[src/rtl/fir_pkg.sv]
// ---------------------------------------------------------------------------
// fir_pkg
//   Shared types and helpers for the time-multiplexed FIR filter.
//   - fir_state_e : controller states (CLEAR, IDLE, MAC, OUT)
//   - fir_acc_w   : accumulator width that cannot overflow over TAPS products
//   - fir_chw     : channel index width (at least one bit)
//   - fir_reduce  : optional clamp of a shifted accumulator into WD_OUT bits
// ---------------------------------------------------------------------------
package fir_pkg;

   typedef enum logic [1:0] {
      CLEAR,
      IDLE,
      MAC,
      OUT
   } fir_state_e;

   function automatic int fir_acc_w(input int wd_in, input int wd_coef, input int taps);
      return wd_in + wd_coef + $clog2(taps);
   endfunction

   function automatic int fir_chw(input int n_ch);
      return (n_ch > 1) ? $clog2(n_ch) : 1;
   endfunction

   // With sat_en the value is clamped to the signed wd_out range. Without it the
   // value passes through unchanged, so the caller's narrowing cast wraps it.
   function automatic logic signed [63:0] fir_reduce(input logic signed [63:0] v,
                                                     input int wd_out,
                                                     input bit sat_en);
      logic signed [63:0] hi;
      logic signed [63:0] lo;
      logic signed [63:0] r;
      hi = (64'sd1 <<< (wd_out - 1)) - 64'sd1;
      lo = -(64'sd1 <<< (wd_out - 1));
      r  = v;
      if (sat_en) begin
         if (v > hi) r = hi;
         else if (v < lo) r = lo;
      end
      return r;
   endfunction

endpackage

[src/rtl/fir_tdm_filter_if.sv]
// ---------------------------------------------------------------------------
// fir_tdm_filter_if
//   Bundles the streaming and coefficient-load signals of fir_tdm_filter.
//   Sample in : in_valid, in_ready, in_ch, data_in
//   Sample out: out_valid (one-cycle pulse), out_ch, data_out
//   Coef load : coef_we, coef_addr, coef_data
//   Status    : busy
//   Modports  : master (source/sink side), slave (filter side).
// ---------------------------------------------------------------------------
interface fir_tdm_filter_if
   import fir_pkg::*;
#(
   parameter int WD_IN   = 24,
   parameter int WD_OUT  = 24,
   parameter int WD_COEF = 16,
   parameter int TAPS    = 16,
   parameter int N_CH    = 2
) ();

   localparam int CHW = fir_chw(N_CH);
   localparam int TW  = $clog2(TAPS);

   logic               in_valid;
   logic               in_ready;
   logic [CHW-1:0]     in_ch;
   logic [WD_IN-1:0]   data_in;
   logic               out_valid;
   logic [CHW-1:0]     out_ch;
   logic [WD_OUT-1:0]  data_out;
   logic               coef_we;
   logic [TW-1:0]      coef_addr;
   logic [WD_COEF-1:0] coef_data;
   logic               busy;

   modport master (
      output in_valid, in_ch, data_in, coef_we, coef_addr, coef_data,
      input  in_ready, out_valid, out_ch, data_out, busy
   );

   modport slave (
      input  in_valid, in_ch, data_in, coef_we, coef_addr, coef_data,
      output in_ready, out_valid, out_ch, data_out, busy
   );

endinterface

[src/rtl/fir_tdm_mac.sv]
// ---------------------------------------------------------------------------
// fir_tdm_mac
//   Registered signed multiply-accumulate shared by all channels.
//   clk    in  : clock
//   coef   in  : signed coefficient
//   sample in  : signed delay-line sample
//   clr    in  : zero the accumulator (wins over en)
//   en     in  : add coef*sample to the accumulator
//   acc    out : signed accumulator
// ---------------------------------------------------------------------------
module fir_tdm_mac #(
   parameter int WD_IN   = 24,
   parameter int WD_COEF = 16,
   parameter int ACC_W   = 44
) (
   input  logic                      clk,
   input  logic signed [WD_COEF-1:0] coef,
   input  logic signed [WD_IN-1:0]   sample,
   input  logic                      clr,
   input  logic                      en,
   output logic signed [ACC_W-1:0]   acc
);

   logic signed [ACC_W-1:0] acc_q;
   logic signed [ACC_W-1:0] acc_d;
   logic signed [ACC_W-1:0] prod;

   always_comb begin
      prod  = ACC_W'(coef) * ACC_W'(sample);
      acc_d = acc_q;
      if (clr)     acc_d = '0;
      else if (en) acc_d = acc_q + prod;
   end

   // Datapath register: always cleared before use, so it carries no reset.
   always_ff @(posedge clk) begin
      acc_q <= acc_d;
   end

   assign acc = acc_q;

endmodule

[src/rtl/fir_tdm_filter.sv]
// ---------------------------------------------------------------------------
// fir_tdm_filter
//   Multi-channel time-multiplexed FIR. One MAC serves N_CH channels, each with
//   its own TAPS-deep circular delay line and write pointer.
//   clk   in : clock, rising edge
//   rst_n in : asynchronous active-low reset
//   bus      : fir_tdm_filter_if.slave (sample in/out, coef load, busy)
//   Build option: define FIR_SATURATE_EN to clamp the output into the signed
//   WD_OUT range; otherwise the low WD_OUT bits are kept (two's-complement wrap).
// ---------------------------------------------------------------------------
module fir_tdm_filter
   import fir_pkg::*;
#(
   parameter int WD_IN   = 24,
   parameter int WD_OUT  = 24,
   parameter int WD_COEF = 16,
   parameter int TAPS    = 16,
   parameter int N_CH    = 2,
   parameter int SHIFT   = 15
) (
   input logic              clk,
   input logic              rst_n,
   fir_tdm_filter_if.slave  bus
);

   localparam int ACC_W = fir_acc_w(WD_IN, WD_COEF, TAPS);
   localparam int CHW   = fir_chw(N_CH);
   localparam int TW    = $clog2(TAPS);
`ifdef FIR_SATURATE_EN
   localparam bit SAT_EN = 1'b1;
`else
   localparam bit SAT_EN = 1'b0;
`endif

   fir_state_e                state_q, state_d;
   logic [TW-1:0]             k_q, k_d;
   logic [CHW-1:0]            clr_ch_q, clr_ch_d;
   logic [CHW-1:0]            ch_q, ch_d;
   logic [TW-1:0]             wp_q [N_CH];
   logic [TW-1:0]             wp_d [N_CH];
   logic signed [WD_COEF-1:0] coef_q [TAPS];
   logic signed [WD_COEF-1:0] coef_d [TAPS];
   logic                      out_valid_q, out_valid_d;
   logic [CHW-1:0]            out_ch_q, out_ch_d;
   logic [WD_OUT-1:0]         data_out_q, data_out_d;

   logic signed [WD_IN-1:0]   dline_mem [N_CH][TAPS];
   logic                      mem_we;
   logic [CHW-1:0]            mem_wch;
   logic [TW-1:0]             mem_wtap;
   logic signed [WD_IN-1:0]   mem_wdata;

   logic [TW-1:0]             rd_tap;
   logic signed [WD_IN-1:0]   rd_sample;
   logic                      mac_clr, mac_en, in_ready_c, ch_ok;
   logic signed [ACC_W-1:0]   acc;

   // Tap k reads x[n-k]: step back k places from the newest word, modulo TAPS.
   always_comb begin
      int s;
      s = int'(wp_q[ch_q]) + TAPS - int'(k_q);
      if (s >= TAPS) s = s - TAPS;
      rd_tap = TW'(s);
   end

   assign rd_sample = dline_mem[ch_q][rd_tap];
   assign ch_ok     = (int'(bus.in_ch) < N_CH);

   fir_tdm_mac #(.WD_IN(WD_IN), .WD_COEF(WD_COEF), .ACC_W(ACC_W)) u_mac (
      .clk    (clk),
      .coef   (coef_q[k_q]),
      .sample (rd_sample),
      .clr    (mac_clr),
      .en     (mac_en),
      .acc    (acc)
   );

   always_comb begin
      state_d     = state_q;
      k_d         = k_q;
      clr_ch_d    = clr_ch_q;
      ch_d        = ch_q;
      wp_d        = wp_q;
      coef_d      = coef_q;
      out_valid_d = 1'b0;
      out_ch_d    = out_ch_q;
      data_out_d  = data_out_q;
      mem_we      = 1'b0;
      mem_wch     = clr_ch_q;
      mem_wtap    = k_q;
      mem_wdata   = '0;
      mac_clr     = 1'b0;
      mac_en      = 1'b0;
      in_ready_c  = 1'b0;
      unique case (state_q)
         CLEAR: begin
            // k_q doubles as the tap index of the word being zeroed.
            mem_we = 1'b1;
            if (k_q == TW'(TAPS - 1)) begin
               k_d = '0;
               if (clr_ch_q == CHW'(N_CH - 1)) begin
                  clr_ch_d = '0;
                  state_d  = IDLE;
               end else begin
                  clr_ch_d = clr_ch_q + 1'b1;
               end
            end else begin
               k_d = k_q + 1'b1;
            end
         end
         IDLE: begin
            in_ready_c = !bus.coef_we;
            if (bus.coef_we) begin
               coef_d[bus.coef_addr] = bus.coef_data;
            end else if (bus.in_valid && ch_ok) begin
               // Out-of-range channels are accepted but leave no trace.
               mem_we    = 1'b1;
               mem_wch   = bus.in_ch;
               mem_wtap  = wp_q[bus.in_ch];
               mem_wdata = bus.data_in;
               ch_d      = bus.in_ch;
               mac_clr   = 1'b1;
               k_d       = '0;
               state_d   = MAC;
            end
         end
         MAC: begin
            mac_en = 1'b1;
            if (k_q == TW'(TAPS - 1)) begin
               k_d     = '0;
               state_d = OUT;
            end else begin
               k_d = k_q + 1'b1;
            end
         end
         OUT: begin
            out_valid_d = 1'b1;
            out_ch_d    = ch_q;
            data_out_d  = WD_OUT'(fir_reduce(64'(acc) >>> SHIFT, WD_OUT, SAT_EN));
            wp_d[ch_q]  = (wp_q[ch_q] == TW'(TAPS - 1)) ? '0 : wp_q[ch_q] + 1'b1;
            state_d     = IDLE;
         end
         default: state_d = CLEAR;
      endcase
   end

   always_ff @(posedge clk or negedge rst_n) begin
      if (!rst_n) begin
         state_q     <= CLEAR;
         k_q         <= '0;
         clr_ch_q    <= '0;
         ch_q        <= '0;
         wp_q        <= '{default: '0};
         coef_q      <= '{default: '0};
         out_valid_q <= 1'b0;
         out_ch_q    <= '0;
         data_out_q  <= '0;
      end else begin
         state_q     <= state_d;
         k_q         <= k_d;
         clr_ch_q    <= clr_ch_d;
         ch_q        <= ch_d;
         wp_q        <= wp_d;
         coef_q      <= coef_d;
         out_valid_q <= out_valid_d;
         out_ch_q    <= out_ch_d;
         data_out_q  <= data_out_d;
      end
   end

   // Delay-line RAM: no reset, the CLEAR sweep initialises it.
   always_ff @(posedge clk) begin
      if (mem_we) dline_mem[mem_wch][mem_wtap] <= mem_wdata;
   end

   assign bus.in_ready  = in_ready_c;
   assign bus.out_valid = out_valid_q;
   assign bus.out_ch    = out_ch_q;
   assign bus.data_out  = data_out_q;
   assign bus.busy      = (state_q != IDLE);

endmodule

[src/flat_wrapper.sv]
// flat-port wrapper written by rule: the top's interface ports become plain ports
module fir_tdm_filter_flat import fir_pkg::*;
#(
   parameter int WD_IN   = 24,
   parameter int WD_OUT  = 24,
   parameter int WD_COEF = 16,
   parameter int TAPS    = 16,
   parameter int N_CH    = 2,
   parameter int SHIFT   = 15
)
  (clk, rst_n, bus_in_valid, bus_in_ch, bus_data_in, bus_coef_we, bus_coef_addr, bus_coef_data, bus_in_ready, bus_out_valid, bus_out_ch, bus_data_out, bus_busy);
  fir_tdm_filter_if #(.WD_IN(WD_IN), .WD_OUT(WD_OUT), .WD_COEF(WD_COEF), .TAPS(TAPS), .N_CH(N_CH)) bus_i ();
  input logic clk;
  input logic rst_n;
  input wire logic [$bits(bus_i.in_valid)-1:0] bus_in_valid;
  input wire logic [$bits(bus_i.in_ch)-1:0] bus_in_ch;
  input wire logic [$bits(bus_i.data_in)-1:0] bus_data_in;
  input wire logic [$bits(bus_i.coef_we)-1:0] bus_coef_we;
  input wire logic [$bits(bus_i.coef_addr)-1:0] bus_coef_addr;
  input wire logic [$bits(bus_i.coef_data)-1:0] bus_coef_data;
  output wire logic [$bits(bus_i.in_ready)-1:0] bus_in_ready;
  output wire logic [$bits(bus_i.out_valid)-1:0] bus_out_valid;
  output wire logic [$bits(bus_i.out_ch)-1:0] bus_out_ch;
  output wire logic [$bits(bus_i.data_out)-1:0] bus_data_out;
  output wire logic [$bits(bus_i.busy)-1:0] bus_busy;
  assign bus_i.in_valid = bus_in_valid;
  assign bus_i.in_ch = bus_in_ch;
  assign bus_i.data_in = bus_data_in;
  assign bus_i.coef_we = bus_coef_we;
  assign bus_i.coef_addr = bus_coef_addr;
  assign bus_i.coef_data = bus_coef_data;
  assign bus_in_ready = bus_i.in_ready;
  assign bus_out_valid = bus_i.out_valid;
  assign bus_out_ch = bus_i.out_ch;
  assign bus_data_out = bus_i.data_out;
  assign bus_busy = bus_i.busy;
  fir_tdm_filter #(.WD_IN(WD_IN), .WD_OUT(WD_OUT), .WD_COEF(WD_COEF), .TAPS(TAPS), .N_CH(N_CH), .SHIFT(SHIFT)) u_core (.clk(clk), .rst_n(rst_n), .bus(bus_i));
endmodule
[config.mk]
export PLATFORM = sky130hd
export DESIGN_NAME = fir_tdm_filter_flat
export DESIGN_NICKNAME = d
export VERILOG_FILES = /design/src/rtl/fir_pkg.sv /design/src/rtl/fir_tdm_filter_if.sv /design/src/rtl/fir_tdm_mac.sv /design/src/rtl/fir_tdm_filter.sv /design/src/flat_wrapper.sv
export SDC_FILE = /design/constraint.sdc
export NUM_CORES = 2
export LEC_CHECK = 0
export BUFFER_PORTS_ARGS = -buffer_cell sky130_fd_sc_hd__buf_2
export CORE_MARGIN = 3
export CORE_UTILIZATION = 40
export CTS_CLUSTER_SIZE = 24
export DETAILED_ROUTE_END_ITERATION = 12
export RECOVER_POWER = 50
export SYNTH_ARGS = -nofsm -noshare
export SYNTH_HDL_FRONTEND = slang
export SYNTH_SLANG_ARGS = --single-unit
[constraint.sdc]
create_clock -name clk -period 24.2 [get_ports clk]
set_input_delay 1.21 -clock clk [delete_from_list [all_inputs] [get_ports clk]]
set_output_delay 1.21 -clock clk [all_outputs]
set_load 0.1 [all_outputs]
==> flow_summary_export.csv <==
group,metric,value,unit
status,status,"complete, but fails checks",
status,violations,"max-capacitance violations, max-slew violations",
critical_path,end_kind,"flip-flop",
critical_path,crit_path_max_fanout,42,
synth,synth_edf_count,768,
drt,drc,0,
synth,synth_top_family_by_area,"multiplexers",
finish,n_fill_cell,13000,
synth,ys_seq_area_share,52.4,%
synth,yosys_register_bits,1105,
synth,syn-num-nets,4541,
critical_path,slowest_delay,2.13,ns
run,maxCapViolations,17,
critical_path,r2r_end,"u_core.u_mac.acc[38]",
sta,finClkSkew,0.0759,ns
clock_network,clk_path_buf_depth,3,
critical_path,reg2regPathDepth,41,
critical_path,cp.arrival,13.92,ns
floorplanning,die-area,154000,um2
critical_path,worst-setup-path-type,"reg -> reg",
finish,syn_to_final_growth,11.4,%
floorplanning,coreArea,148000,um2
placement,placed_area,63000,um2
sta,slew_violations,591,
clock_network,numCtsBuffers,113,
clock_network,cts.sinks,1105,
clock_network,clock-root-buffer,"clkbuf_16",
finish,design_area,66600,um2
critical_path,r2r_start,"u_core.k_q[0]",
drt,first_pass_iters,5,
floorplanning,die_y,393,um
finish,multiInputGateArea,26400,um2
synth,yosys_warnings,0,
drt,wl,143,mm
global_route,antenna_found_initial,10,
finish,drive_gt1_share,24.3,%
synth,synth_compound_area_share,2.97,%
synth,syn_area,59800,um2
sta,final.setup.tns,0,ns
synth,synthFlopType,"edfxtp_1",
floorplanning,io_pins,77,
floorplanning,initial_core_util,40.4,%
sta,worstMarginPinSlew,5.71,ns
placement,gp_congestion,0.822,
critical_path,cp-start-kind,"flip-flop",
clock_network,path_clk_slew,0.06,ns
clock_network,post-cts-setup-buffers,0,
drt,vias,32700,
synth,synthXorXnorAreaFrac,1.23,%
sta,hold_viol,0,
critical_path,crit_top_cell,"fa_1",
global_route,grt_pass1_vias,34800,
synth,async_flop_share,27.0,%
sta,period_needed,13.31,ns
min_path,min_path_type,"reg -> reg",
placement,portBuffers,76,
sta,finalSetupViolations,0,
sta,finalCritPeriodShare,55.0,%
synth,ys_types,65,
critical_path,crit_required,24.81,ns
critical_path,slowest_stage,"dfrtp_1",
sta,slew_headroom,-281,%
finish,nets,4634,
global_route,grt_overflow,0,
synth,syn_inst,3976,
drt,final_antenna_net_count,0,
drt,viasPerCell,5.37,
sta,rsz0062_at_grt,"no",
global_route,grt_use_total,19.1,%
sta,layout_setup_ws,10.89,ns
clock_network,clk_latency,0.75,ns
critical_path,regToRegSetupSlack,10.89,ns
clock_network,cts_tree,"yes",
global_route,grt_max_degree,127,
sta,fmax,75.1,MHz
synth,synth_fa_ha_area_share,15.4,%
global_route,grt_pass1_wl,221,mm
min_path,hp-start,"u_core.u_mac.acc[9]",
clock_network,h-tree-depth,3,
clock_network,holdBufCountCts,0,
finish,regArea,31300,um2
drt,drt_iter0_drc,2527,
drt,wl_per_cell,23.4,um
finish,final_core_util,45.0,%
clock_network,cts_resized,0,
placement,hpwl,86.6,mm
placement,place_ws,11.64,ns
min_path,hold_end,"u_core.u_mac.acc[9]",
synth,synth_area_per_cell,15.0,um2
floorplanning,die_w,393,um
min_path,hold_depth,2,
floorplanning,rows,141,
synth,synth_simple_gate_area_share,5.53,%
synth,synth_mux_area_share,18.4,%
[per-stage QoR]
stage / std cells / hold WS (ns)
floorplan: 3976 / 0.445
global placement: 5884 / 0.461
detailed placement: 5884 / 0.477
CTS: 6094 / 0.487
global route: 6096 / 0.510
finish: 6096 / 0.480
[cell usage in the layout, fill, tap and decap left out, types with 23 or more instances in the layout]
cell type	Yosys	final
edfxtp_1	768	768
inv_1	455	455
fa_1	370	369
mux4_2	310	310
mux2_2	298	297
dfrtp_1	298	294
nor2_1	289	254
ha_1	146	144
nand2b_1	135	135
clkbuf_16	0	113
a21oi_1	79	79
nand2_1	76	76
buf_4	0	76
clkbuf_1	150	72
xnor2_1	61	60
mux2i_1	64	60
o21ai_0	57	51
or2_2	50	50
buf_2	7	49
a21o_1	48	48
dfxtp_1	39	39
nor2_4	0	32
nor2b_1	31	31
clkinv_1	0	25
and2_1	41	23
[synth_stat cells, types with 7 or more instances]
cell type,n,area (um2)
or2_2,50,313
inv_1,455,1710
buf_1,38,143
nor2_1,289,1080
nand2b_1,135,845
o21ai_0,57,285
xnor2_1,61,534
nor2b_1,31,194
mux4_2,310,6980
nand3_1,17,85.1
nand4_1,7,43.8
a31oi_1,10,62.6
o21a_1,10,75.1
a21o_1,48,360
nor3_1,15,75.1
o21bai_1,8,60.1
edfxtp_1,768,23100
xor2_1,23,201
ha_1,146,1830
nand2_1,76,285
a211oi_1,7,52.6
dfrtp_1,298,7460
mux2_2,298,3360
dfxtp_1,39,781
buf_2,7,35.0
a21oi_1,79,395
clkbuf_1,150,563
and2_1,41,257
mux2i_1,64,641
fa_1,370,7410
[cell type report]
cell class,instances,area share (%)
Sequential cell,1105,47.0
Multi-Input combinational cell,2221,39.6
Clock buffer,146,4.54
Tap cell,1930,3.63
Inverter,455,2.56
Timing Repair Buffer,173,1.54
Clock inverter,64,1.09
Antenna cell,2,0.00752
[flip-flops by register name, indices dropped and copies added (netlist names)]
signal / cells
u_core.state_q: 2
u_core.ch_q: 1
u_core.coef_q: 256
u_core.bus.out_ch: 1
u_core.k_q: 4
u_core.dline_mem: 768
u_core.bus.data_out: 24
u_core.bus.out_valid: 1
u_core.u_mac.acc: 39
u_core.wp_q: 8
u_core.clr_ch_q: 1
[critical path: cells and delay by family (launching register included)]
kind,cells,cell delay (ns)
fa+ha+maj,9,3.97
flops,1,2.13
xor+xnor,4,0.67
mux,2,0.76
simple gates,3,0.54
compound gates,15,3.41
buf+inv,8,1.72
[logic make-up after synthesis]
logic type                 count (synthesis)
DFF                                     1105
and+or+nand+nor                          678
muxes                                    672
buffers and inverters                    650
adders and majority gates                516
AOI/OAI and AO/OA                        271
xor gates and xnor gates                  84
[worst max path at each step]
stage	from	end	slack, ns
floorplan	u_core.ch_q	u_core.u_mac.acc[38]	11.47
global placement	u_core.ch_q	u_core.u_mac.acc[38]	11.70
detailed placement	u_core.ch_q	u_core.u_mac.acc[38]	11.64
CTS	u_core.ch_q	u_core.u_mac.acc[38]	11.58
global route	u_core.k_q[0]	u_core.u_mac.acc[38]	9.73
finish	u_core.k_q[0]	u_core.u_mac.acc[38]	10.89
[metal layers]
metal,up-vias,part of all wire [%],global-route usage (%)
li1,14300,-,-
met2,860,47,30.8
met1,17400,45,27.4
met5,-,0,0
met3,179,5.6,2.87
met4,0,2.1,4.36
Power is left out: the tool's default activity adds up to more than one toggle a clock period on the data nets, which glitch-free logic cannot reach.
